`config.mk`:
```
export PLATFORM = sky130hd
export DESIGN_NAME = multicycle_control
export DESIGN_NICKNAME = d
export VERILOG_FILES = /design/src/rtl/multicycle_control.sv
export SDC_FILE = /design/constraint.sdc
export NUM_CORES = 1
export LEC_CHECK = 0
export ABC_AREA = 1
export CORE_MARGIN = 2
export CORE_UTILIZATION = 38
export DETAILED_ROUTE_END_ITERATION = 12
export PLACE_DENSITY = 0.83
export SYNTH_ARGS = -nofsm -noshare
export SYNTH_HDL_FRONTEND = slang
export SYNTH_SLANG_ARGS = --single-unit
```
`constraint.sdc`:
```
create_clock -name clk -period 1.6 [get_ports clk]
set_input_delay 0.4 -clock clk [delete_from_list [all_inputs] [get_ports clk]]
set_output_delay 0.4 -clock clk [all_outputs]
set_load 0.02 [all_outputs]
```
`src/rtl/multicycle_control.sv`:
```
// Multi-cycle sequencing FSM for the shared-ALU / shared-memory MIPS datapath.
// Walks each instruction through fetch/decode/execute/memory/writeback and aborts hung memory accesses.
module multicycle_control #(
  parameter int WAIT_LIMIT = 16
) (
  input  logic       clk,
  input  logic       rst,
  input  logic [5:0] opcode,
  input  logic       mem_ready,
  output logic       pc_write,
  output logic       pc_write_cond,
  output logic       branch_ne,
  output logic [1:0] pc_source,
  output logic       iord,
  output logic       mem_read,
  output logic       mem_write,
  output logic       ir_write,
  output logic       reg_dst,
  output logic       mem_to_reg,
  output logic       reg_write,
  output logic       alu_src_a,
  output logic [1:0] alu_src_b,
  output logic [2:0] aluop,
  output logic       illegal_op,
  output logic       bus_error,
  output logic [3:0] state
);

  localparam int CW = (WAIT_LIMIT < 1) ? 1 : $clog2(WAIT_LIMIT + 1);
  localparam logic [CW-1:0] LIM_M1 = (WAIT_LIMIT > 0) ? CW'(WAIT_LIMIT - 1) : '0;
  localparam logic [CW-1:0] CNT_MAX = '1;

  localparam logic [5:0] OP_RTYPE = 6'b000000;
  localparam logic [5:0] OP_J     = 6'b000010;
  localparam logic [5:0] OP_BEQ   = 6'b000100;
  localparam logic [5:0] OP_BNE   = 6'b000101;
  localparam logic [5:0] OP_ADDI  = 6'b001000;
  localparam logic [5:0] OP_ORI   = 6'b001101;
  localparam logic [5:0] OP_LW    = 6'b100011;
  localparam logic [5:0] OP_SW    = 6'b101011;

  typedef enum logic [3:0] {
    S_FETCH  = 4'd0,
    S_DECODE = 4'd1,
    S_MEMADR = 4'd2,
    S_MEMRD  = 4'd3,
    S_MEMWB  = 4'd4,
    S_MEMWR  = 4'd5,
    S_EXEC   = 4'd6,
    S_ALUWB  = 4'd7,
    S_BRANCH = 4'd8,
    S_IEXEC  = 4'd9,
    S_IWB    = 4'd10,
    S_JUMP   = 4'd11
  } state_t;

  state_t        st, nxt;
  logic [CW-1:0] wcnt, wcnt_nxt;
  logic          mem_state, timeout;

  always_ff @(posedge clk) begin
    if (rst) begin
      st   <= S_FETCH;
      wcnt <= '0;
    end else begin
      st   <= nxt;
      wcnt <= wcnt_nxt;
    end
  end

  assign state = st;

  // Wait counter only runs while a memory access is stalled; any completion or abort clears it.
  always_comb begin
    mem_state = (st == S_FETCH) || (st == S_MEMRD) || (st == S_MEMWR);
    timeout   = (WAIT_LIMIT > 0) && mem_state && !mem_ready && (wcnt == LIM_M1);
    wcnt_nxt  = '0;
    if (mem_state && !mem_ready && !timeout)
      wcnt_nxt = (wcnt == CNT_MAX) ? wcnt : wcnt + CW'(1);
  end

  always_comb begin
    nxt           = S_FETCH;
    pc_write      = 1'b0;
    pc_write_cond = 1'b0;
    branch_ne     = 1'b0;
    pc_source     = 2'b00;
    iord          = 1'b0;
    mem_read      = 1'b0;
    mem_write     = 1'b0;
    ir_write      = 1'b0;
    reg_dst       = 1'b0;
    mem_to_reg    = 1'b0;
    reg_write     = 1'b0;
    alu_src_a     = 1'b0;
    alu_src_b     = 2'b00;
    aluop         = 3'b000;
    illegal_op    = 1'b0;
    bus_error     = 1'b0;
    case (st)
      S_FETCH: begin
        mem_read  = 1'b1;
        alu_src_b = 2'b01;
        nxt       = S_FETCH;
        if (mem_ready) begin
          ir_write = 1'b1;
          pc_write = 1'b1;
          nxt      = S_DECODE;
        end else if (timeout) begin
          bus_error = 1'b1;
        end
      end
      S_DECODE: begin
        alu_src_b = 2'b11;
        case (opcode)
          OP_LW, OP_SW:    nxt = S_MEMADR;
          OP_RTYPE:        nxt = S_EXEC;
          OP_BEQ, OP_BNE:  nxt = S_BRANCH;
          OP_ADDI, OP_ORI: nxt = S_IEXEC;
          OP_J:            nxt = S_JUMP;
          default: begin
            illegal_op = 1'b1;
            nxt        = S_FETCH;
          end
        endcase
      end
      S_MEMADR: begin
        alu_src_a = 1'b1;
        alu_src_b = 2'b10;
        nxt       = (opcode == OP_SW) ? S_MEMWR : S_MEMRD;
      end
      S_MEMRD: begin
        iord     = 1'b1;
        mem_read = 1'b1;
        nxt      = S_MEMRD;
        if (mem_ready) begin
          nxt = S_MEMWB;
        end else if (timeout) begin
          bus_error = 1'b1;
          nxt       = S_FETCH;
        end
      end
      S_MEMWB: begin
        mem_to_reg = 1'b1;
        reg_write  = 1'b1;
      end
      S_MEMWR: begin
        iord      = 1'b1;
        mem_write = 1'b1;
        nxt       = S_MEMWR;
        if (mem_ready) begin
          nxt = S_FETCH;
        end else if (timeout) begin
          bus_error = 1'b1;
          nxt       = S_FETCH;
        end
      end
      S_EXEC: begin
        alu_src_a = 1'b1;
        aluop     = 3'b111;
        nxt       = S_ALUWB;
      end
      S_ALUWB: begin
        reg_dst   = 1'b1;
        reg_write = 1'b1;
      end
      S_BRANCH: begin
        alu_src_a     = 1'b1;
        aluop         = 3'b001;
        pc_write_cond = 1'b1;
        pc_source     = 2'b01;
        branch_ne     = (opcode == OP_BNE);
      end
      S_IEXEC: begin
        alu_src_a = 1'b1;
        alu_src_b = 2'b10;
        aluop     = (opcode == OP_ORI) ? 3'b011 : 3'b000;
        nxt       = S_IWB;
      end
      S_IWB: begin
        reg_write = 1'b1;
      end
      S_JUMP: begin
        pc_write  = 1'b1;
        pc_source = 2'b10;
      end
      default: nxt = S_FETCH;
    endcase
    // Reset holds the datapath idle so nothing is written in the reset cycle.
    if (rst) begin
      pc_write      = 1'b0;
      pc_write_cond = 1'b0;
      branch_ne     = 1'b0;
      pc_source     = 2'b00;
      iord          = 1'b0;
      mem_read      = 1'b0;
      mem_write     = 1'b0;
      ir_write      = 1'b0;
      reg_dst       = 1'b0;
      mem_to_reg    = 1'b0;
      reg_write     = 1'b0;
      alu_src_a     = 1'b0;
      alu_src_b     = 2'b00;
      aluop         = 3'b000;
      illegal_op    = 1'b0;
      bus_error     = 1'b0;
    end
  end

endmodule

```
==> results of run 1 <==
-- logic make-up after synthesis --
group           Yosys count
compound gates           15
xor+xnor                  2
fa+ha+maj                 3
buf+inv                  27
flops                     9
simple gates             84
-- stage by stage --
stage | TNS [ns] | hold slack (ns) | worst slack [ns] | instance area [sq um] | utilization [%]
3_5_place_dp | -15.85 | 0.5879 | -0.9290 | 1546 | 77.25
4_1_cts | -3.029 | 0.6161 | -0.2788 | 1792 | 89.50
2_1_floorplan | -0.09209 | 0.4736 | -0.06678 | 879.6 | -
3_3_place_gp | -14.70 | 0.5783 | -0.8172 | 1546 | 77.25
-- what timing repair did --
item | 4_1_cts
resized for setup | 170
buffers inserted | 12
endpoints found under the setup margin | 25
pin swaps | 13
==> summary.txt, run 1 <==
Yosys
  • Yosys warning count: 0
  • Post-synth top flop: dfxtp_1
  • XOR/XNOR Fraction of Synth Area: 2.124%
  • Synth Instances: 140
  • Most frequent cell after synthesis: nor2_1
  • Post-Synth Simple-Gate Area: 48.25%
  • Mapped Area: 824.5 sq um
  • Synth Area in Compound Gates: 10.32%
  • Synth area leaders: dfxtp_1 (22%), nor2_1 (15%), inv_1 (10%), nand2_1 (8.2%), nand3_1 (7.3%)
  • Leading area contributor after synthesis: dfxtp_1
  • Largest family of logic cells by synthesized area: simple AND/OR/NAND/NOR gates
  • Commonest cells in the netlist: nor2_1 (34), inv_1 (23), nand2_1 (18)
  • Mux cell area share after synthesis: 0%
  • Synth top area share: 21.85%
  • Mapped Avg Cell Area: 5.890 sq um
  • Post-synth EDFFs: 0
  • Adder-cell share of the synthesized area: 4.552%
  • Seq/Total Area, Yosys: 21.85%
  • Flops & latches, synth: 9
  • Post-synthesis cell type count: 27
  • Syn_nets: 152
  • Post-synth ARST share: 0%

Die
  • Die Ht: 50.58 microns
  • Rows: 16
  • Starting density of the core: 41.19%
  • Die Span X: 50.58 microns
  • # IOs: 33

CTS
  • Maximum clock path buffer count: 2
  • Sink Count: 9
  • H-tree Lvls: 1
  • CTS Buf Count: 3
  • Post-cts hold buffer count: 0
  • CTS root buf: clkbuf_4

Place
  • Routability cong.: 0.8579
  • Dpl cells: 240
  • Hpwl dp: 2.360 mm
  • Port Buf Inserts: 32

Status
  • Err: [ERROR DPL-0038] Utilization greater than 100%, impossible to legalize
  • Halt Stage: global routing
  • Status: aborted with a tool error

Timing
  • Worst_ep grt: mem_read
  • Worst End Pin Type: output port

Global route
  • Pin count of the biggest net entering global routing: 10
==> run 2: changes to the inputs <==
--- a/config.mk
+++ b/config.mk
@@ -6,10 +6,10 @@
 export NUM_CORES = 1
 export LEC_CHECK = 0
 export ABC_AREA = 1
-export CORE_MARGIN = 2
-export CORE_UTILIZATION = 38
+export CORE_AREA = 2 2 63 65
 export DETAILED_ROUTE_END_ITERATION = 12
-export PLACE_DENSITY = 0.83
+export DIE_AREA = 0 0 65 67
+export PLACE_DENSITY_LB_ADDON = 0.15
 export SYNTH_ARGS = -nofsm -noshare
 export SYNTH_HDL_FRONTEND = slang
 export SYNTH_SLANG_ARGS = --single-unit
==> constraint.sdc (replaced) <==
create_clock -name clk -period 2.1 [get_ports clk]
set_input_delay 0.525 -clock clk [delete_from_list [all_inputs] [get_ports clk]]
set_output_delay 0.525 -clock clk [all_outputs]
set_load 0.02 [all_outputs]
==> run 2 against run 1 <==
The flow now finishes without violations. Synthesized area did not move. Synthesized cell count unchanged.
==> summary.txt, run 2 <==
Status
  • Status: finished, final reports clean

CTS
  • CTS root buf: clkbuf_8
  • Clock Latency Late Sink: 0.23 ns
  • H-tree Lvls: 1 (unchanged)
  • Clock transition at the registers of the reported paths: 0.04 ns
  • Maximum clock path buffer count: 2 (unchanged)
  • CTS Buf Count: 3 (unchanged)
  • Sink Count: 9 (unchanged)
  • CTS tree: yes

Setup path
  • Slowest stage delay, CP: 0.32 ns
  • Critical path buffer and inverter count: 3
  • R2R setup slack: 0.37 ns
  • Reg2reg path depth: 8
  • CP endpoint kind: output pin
  • WP data required: 1.57 ns
  • CP Cell Sequence: clkdlybuf4s15_2, nor4_4, buf_4, nor2_1, o21ai_0, buf_2
  • CP top delay family: buffers and inverters
  • Critical path's slowest cell: nor4_4
  • CP Max Fanout: 7
  • Setup CP Type: input pin to output pin
  • Worst flop-to-flop path startpoint: wcnt[0]
  • Reg-to-Reg End: wcnt[3]
  • CP startpoint kind: input pin
  • Worst Path Arrival: 1.53 ns

Global route
  • Tot GR Track Use: 13.40%
  • Number of global-route vias before repair: 1106
  • Total congestion overflow: 0
  • Antenna violations before repair: 0
  • First-pass GRT wire length: 4.643 mm
  • Pin count of the biggest net entering global routing: 8

Timing
  • Fin. max-slew vios: 0
  • Unrepaired setup endpoints after global routing: yes
  • Setup-failing EPs final: 0
  • Max_slew headroom: 85.17%
  • Setup ws final: 0.04046 ns
  • Fin Hold WS: 0.5194 ns
  • Clock Skews: 0.001149 ns
  • Tmin final: 2.060 ns
  • Worst slew pin tran: 0.2208 ns
  • FMAX: 485.5 MHz
  • Period utilization: 98.07%
  • Final Hold Vio Count: 0

Yosys
  • Mapped Avg Cell Area: 5.890 sq um (unchanged)
  • Synth top area share: 21.85% (unchanged)
  • Commonest cells in the netlist: nor2_1 (34), inv_1 (23), nand2_1 (18)
  • Post-synth EDFFs: 0 (unchanged)
  • Mapped Area: 824.5 sq um (unchanged)
  • Leading area contributor after synthesis: dfxtp_1
  • Synth area leaders: dfxtp_1 (22%), nor2_1 (15%), inv_1 (10%), nand2_1 (8.2%), nand3_1 (7.3%)
  • Post-synth top flop: dfxtp_1
  • Yosys warning count: 0 (unchanged)
  • Syn_nets: 152 (unchanged)
  • Post-synthesis cell type count: 27 (unchanged)
  • Flops & latches, synth: 9 (unchanged)
  • Synth Instances: 140 (unchanged)
  • Most frequent cell after synthesis: nor2_1
  • Seq/Total Area, Yosys: 21.85% (unchanged)
  • Post-synth ARST share: 0% (unchanged)

Die
  • Die Span X: 65 microns (+29%)
  • Die Ht: 67 microns (+32%)
  • Die ar.: 4355 sq um
  • Core area: 3606 sq um
  • Starting density of the core: 22.87% (-18 points)
  • Rows: 22 (+6)
  • # IOs: 33 (unchanged)

Worst hold path
  • Type of the worst min-delay path: register to register
  • Min-delay src: wcnt[3]
  • Worst hold path stage count: 2
  • Worst Hold Path EP: wcnt[3]

Run
  • Max Cap Viol: 0

Final layout
  • Area Overhead vs Synth: 83.76%
  • Commonest non-fill, non-tap cell in the layout: buf_4
  • Post-Layout Inst Area: 1515 sq um
  • Reg with most FFs: wcnt
  • Largest register FFs: 5
  • Share of layout cells above drive strength 1: 36.28%
  • Final core utilization: 42.02%
  • Nets: 228
  • Post-route insts no fill: 263
  • Ant diodes: 0
  • Most frequent cells in the layout: buf_4 (44), nor2_1 (33), inv_1 (22)

Route
  • Routed WL: 2.696 mm
  • Routed length per instance: 10.25 microns
  • Uppermost layer routed: met4
  • Met1 Wirelength: 1.225 mm
  • Post-route DRC: 0
  • Initial DRC count: 25
  • Via count: 1155
  • Antenna viol nets, final: 0
  • WL met2: 1.371 mm
  • Met3 wire length: 92 microns
  • DR vias/cell: 4.392
  • First-pass DRT Iterations: 4

Pwr
  • Static Leak: 0.8032 nW
  • Peak supply drop: 357.0 uV
  • Pwr dens: 338.4 nW/um^2

Place
  • Place WS: -0.6325 ns (+0.2965 ns)
  • Port Buf Inserts: 32 (unchanged)
  • Hpwl dp: 2.263 mm (-4.1%)
  • Routability cong.: 0.7644 (-11%)
  • Dpl cells: 257 (+7.1%)
  • Placed Area: 1500 sq um (-3.0%)
## run 2: cell counts after synthesis
Identical to the previous run, type by type.
## run 2: stage by stage
step                power [mW]  setup TNS (ns)
floorplan               0.2466               0
global placement        0.3268          -10.36
detailed placement      0.3290          -10.89
CTS                     0.5202               0
global route            0.5508         -0.1033
finish                  0.5127               0
## run 2: kinds of logic (layout without fill, tap and decap cells)
logic type | count (synthesis) | count (layout) | share of synthesized area [%]
simple gates | 84 | 84 | 48.25
flops | 9 | 9 | 21.85
fa+ha+maj | 3 | 3 | 4.553
buf+inv | 27 | 102 | 12.90
xor+xnor | 2 | 2 | 2.125
compound gates | 15 | 15 | 10.32
## run 2: per-layer routing
metal  track usage, %  up-vias
met4            1.596        0
met5                0        -
li1                 -      613
met3            2.534        2
met2            25.39       23
met1            15.96      517
## run 2: tightest hold or removal path, delay by kind of cell (launching register included)
kind             cells  cell delay [ns]
XOR/XNOR             1             0.07
flip-flops           1             0.33
AND/OR/NAND/NOR      1             0.08
## run 2: area by class of cell
type / instances / area [sq um]
timing repair buffer: 74 / 564.3
multi-input combinational: 104 / 571.8
fill: 403 / 2091
sequential: 9 / 183.9
tap: 48 / 60.06
inverter: 24 / 90.09
clock buffer: 4 / 45.04
## run 2: worst max-delay path by stage
stage,start,to,cells after the start
floorplan,opcode[4],branch_ne,3
global placement,opcode[4],branch_ne,5
detailed placement,rst,aluop[0],5
CTS,rst,pc_write_cond,5
global route,rst,reg_write,6
finish,rst,reg_write,6
## run 2: timing repair
item / CTS / global route
pin swaps: 5 / 1
buffers inserted: 2 / 0
hold buffers: 0 / 0
resized for setup: 68 / 15
setup endpoints to repair: 20 / 9
## run 2: report_power, final
part | total (mW) | internal [mW] | switching, mW
sequential | 0.181 | 0.176 | 0.00481
combinational | 0.139 | 0.0645 | 0.0744
clock | 0.193 | 0.132 | 0.0612
Note: power is estimated with default switching activity, not from simulation.
==> run 3: changes to the inputs <==
--- a/config.mk
+++ b/config.mk
@@ -6,9 +6,11 @@
 export NUM_CORES = 1
 export LEC_CHECK = 0
 export ABC_AREA = 1
-export CORE_AREA = 2 2 63 65
+export CELL_PAD_IN_SITES_DETAIL_PLACEMENT = 0
+export CELL_PAD_IN_SITES_GLOBAL_PLACEMENT = 2
+export CORE_MARGIN = 2
+export CORE_UTILIZATION = 20
 export DETAILED_ROUTE_END_ITERATION = 12
-export DIE_AREA = 0 0 65 67
 export PLACE_DENSITY_LB_ADDON = 0.15
 export SYNTH_ARGS = -nofsm -noshare
 export SYNTH_HDL_FRONTEND = slang
==> run 3 against run 2 <==
Routed wire length rose by 11%. Global-route usage fell by 0.18 points. Non-clock buffer count rose by 12. Clock power rose by 3%. Register-to-register slack improved by 0.05 ns. Critical endpoint is now pc_source[1]. Largest cell class is now non-clock buffers. Largest power group unchanged.
==> summary.txt, run 3 (synthesis results as in run 2) <==
Pwr
  • Logic pwr share: 29.1% (+2.0 points)
  • Sequential power share: 33.7% (-1.6 points)
  • Pwr dens: 331.6 nW/um^2 (-2.0%)
  • Switching Fraction: 28.33% (+0.94 points)
  • Clock share of power: 37.3% (-0.3 points)
  • Static Leak: 0.8444 nW (+5.1%)
  • Peak supply drop: 212.2 uV (-41%)
  • Psw: 0.1517 mW (+8.0%)
  • Int Power: 0.3836 mW (+3.1%)

Timing
  • Final Hold Vio Count: 0 (unchanged)
  • Setup-failing EPs final: 0 (unchanged)
  • Period utilization: 96.46% (-1.6 points)
  • Setup TNS: 0 ns (unchanged)
  • Tmin final: 2.026 ns (-0.03395 ns)
  • FMAX: 493.7 MHz (+1.7%)
  • Worst slew pin tran: 0.2542 ns (+0.03346 ns)
  • Clock Skews: 0.002619 ns (+0.001469 ns)
  • Setup ws final: 0.07440 ns (+0.03395 ns)
  • Fin. max-slew vios: 0 (unchanged)
  • Unrepaired setup endpoints after global routing: yes
  • Max_slew headroom: 82.99% (-2.2 points)

Die
  • # IOs: 33 (unchanged)
  • Die Ht: 68.21 microns (+1.8%)
  • Rows: 23 (+4.5%)
  • Die ar.: 4653 sq um (+6.8%)
  • Core area: 3971 sq um (+10%)
  • Die Span X: 68.21 microns (+4.9%)
  • Starting density of the core: 20.76% (-2.1 points)

Final layout
  • Most frequent cells in the layout: buf_4 (54), nor2_1 (30), inv_1 (23)
  • Reg with most FFs: wcnt
  • Commonest non-fill, non-tap cell in the layout: buf_4
  • Largest register FFs: 5 (unchanged)
  • Ant diodes: 0 (unchanged)
  • Post-route insts no fill: 277 (+5.3%)
  • Share of layout cells above drive strength 1: 41.41% (+5.1 points)
  • Fillers: 434 (+7.7%)
  • Nets: 240 (+5.3%)
  • Area Overhead vs Synth: 95.75%

CTS
  • Post-cts hold buffer count: 0 (unchanged)
  • CTS Buf Count: 3 (unchanged)
  • Sink Count: 9 (unchanged)
  • H-tree Lvls: 1 (unchanged)
  • CTS root buf: clkbuf_8
  • CTS tree: yes
  • Clock Latency Late Sink: 0.23 ns (about the same)
  • Clock transition at the registers of the reported paths: 0.04 ns (about the same)
  • Maximum clock path buffer count: 2 (unchanged)

Setup path
  • CP Max Fanout: 5 (-2)
  • Worst Path Arrival: 1.50 ns (-0.03 ns)
  • WP data required: 1.57 ns (about the same)
  • CP startpoint kind: input pin
  • Setup CP Type: input pin to output pin
  • Critical path startpoint: rst
  • Worst flop-to-flop path startpoint: wcnt[0]
  • CP endpoint kind: output pin

Global route
  • Number of global-route vias before repair: 1075 (-2.8%)
  • First-pass GRT wire length: 4.740 mm (+2.1%)
  • Total congestion overflow: 0 (unchanged)
  • Pin count of the biggest net entering global routing: 7 (-1)
  • Tot GR Track Use: 13.22% (-0.18 points)
  • Antenna violations before repair: 0 (unchanged)

Place
  • Port Buf Inserts: 32 (unchanged)
  • Routability cong.: 0.8306 (+8.7%)
  • Hpwl dp: 2.380 mm (+5.2%)
  • Dpl cells: 266 (+3.5%)
  • Place WS: -0.6113 ns (+0.02127 ns)

Route
  • Via count: 1199 (+3.8%)
  • Post-route DRC: 0 (unchanged)
  • DR vias/cell: 4.329 (-1.4%)
  • Initial DRC count: 45 (+80%)
  • Routed length per instance: 10.77 microns (+5.1%)
  • Routed WL: 2.984 mm (+11%)
  • Antenna viol nets, final: 0 (unchanged)
  • First-pass DRT Iterations: 5 (+1)

Run
  • Max Cap Viol: 0 (unchanged)

Worst hold path
  • Min-delay src: wcnt[3]
  • Type of the worst min-delay path: register to register

Status
  • Status: finished, final reports clean
[run 3: cell types whose count changed in the layout (fill, tap and decap cells not counted), moves of 2 or more]
cell | previous run | this run
buf_4 | 44 | 54
nor2_1 | 33 | 30
dfxtp_2 | 3 | 1
dfxtp_1 | 6 | 8
nor2_2 | 1 | 3
buf_2 | 8 | 11
clkdlybuf4s15_2 | 1 | 5
dlygate4sd2_1 | 10 | 5
[run 3: power by group through the flow]
stage          Clock (mW)  Sequential, mW  Combinational [mW]
2_1_floorplan           0           0.185              0.0615
3_5_place_dp            0           0.183               0.151
6_report            0.199           0.180               0.156
3_3_place_gp            0           0.183               0.150
4_1_cts             0.205           0.180               0.154
5_1_grt             0.215           0.180               0.171
[run 3: timing repair]
action | in CTS | in global routing
setup endpoints to repair | 20 | 8
pin swaps | 4 | 4
gates cloned | 1 | 0
setup buffers | 6 | 1
resized for setup | 86 | 12
[run 3: worst max-delay path, cell delays in order]
cell and delay [ns]:
dlygate4sd2_1 0.27, buf_6 0.15, inv_1 0.10, nand2_1 0.10, nor2_1 0.09, clkdlybuf4s15_2 0.26
[run 3: cell type report]
class / count / area (sq um) / share of cell area, %
timing repair buffer: 86 / 656.9 / 40.70
multi-input combinational: 104 / 578.1 / 35.81
sequential: 9 / 181.4 / 11.24
inverter: 24 / 90.09 / 5.581
tap: 50 / 62.56 / 3.876
clock buffer: 4 / 45.04 / 2.791
[run 3: stage by stage]
stage | util, % | cell area (sq um) | hold WS (ns) | power, mW
6_report | 40.64 | 1614 | 0.5297 | 0.5353
5_1_grt | 40.64 | 1614 | 0.5647 | 0.5659
4_1_cts | 40.71 | 1617 | 0.5363 | 0.5387
3_5_place_dp | 39.16 | 1555 | 0.5178 | 0.3341
3_3_place_gp | 39.16 | 1555 | 0.4996 | 0.3327
2_1_floorplan | - | 835.8 | 0.4736 | 0.2466
[run 3: per-layer routing]
metal  GRT usage, %  wire length (microns)  vias to the layer above  part of all wire (%)
met1          16.16                   1375                      548                    46
met4          2.250                     12                        0                  0.40
met3          2.138                    108                        2                   3.6
met2          24.39                   1487                       24                    50
met5              0                      0                        -                     0
li1               -                      -                      625                     -
[run 3: worst paths after layout]
check                 end  cells past startpoint  slack, ns
max          pc_source[1]                      6       0.07
min               wcnt[3]                      2       0.53
max reg2reg       wcnt[3]                      8       0.42
min reg2reg       wcnt[3]                      2       0.53
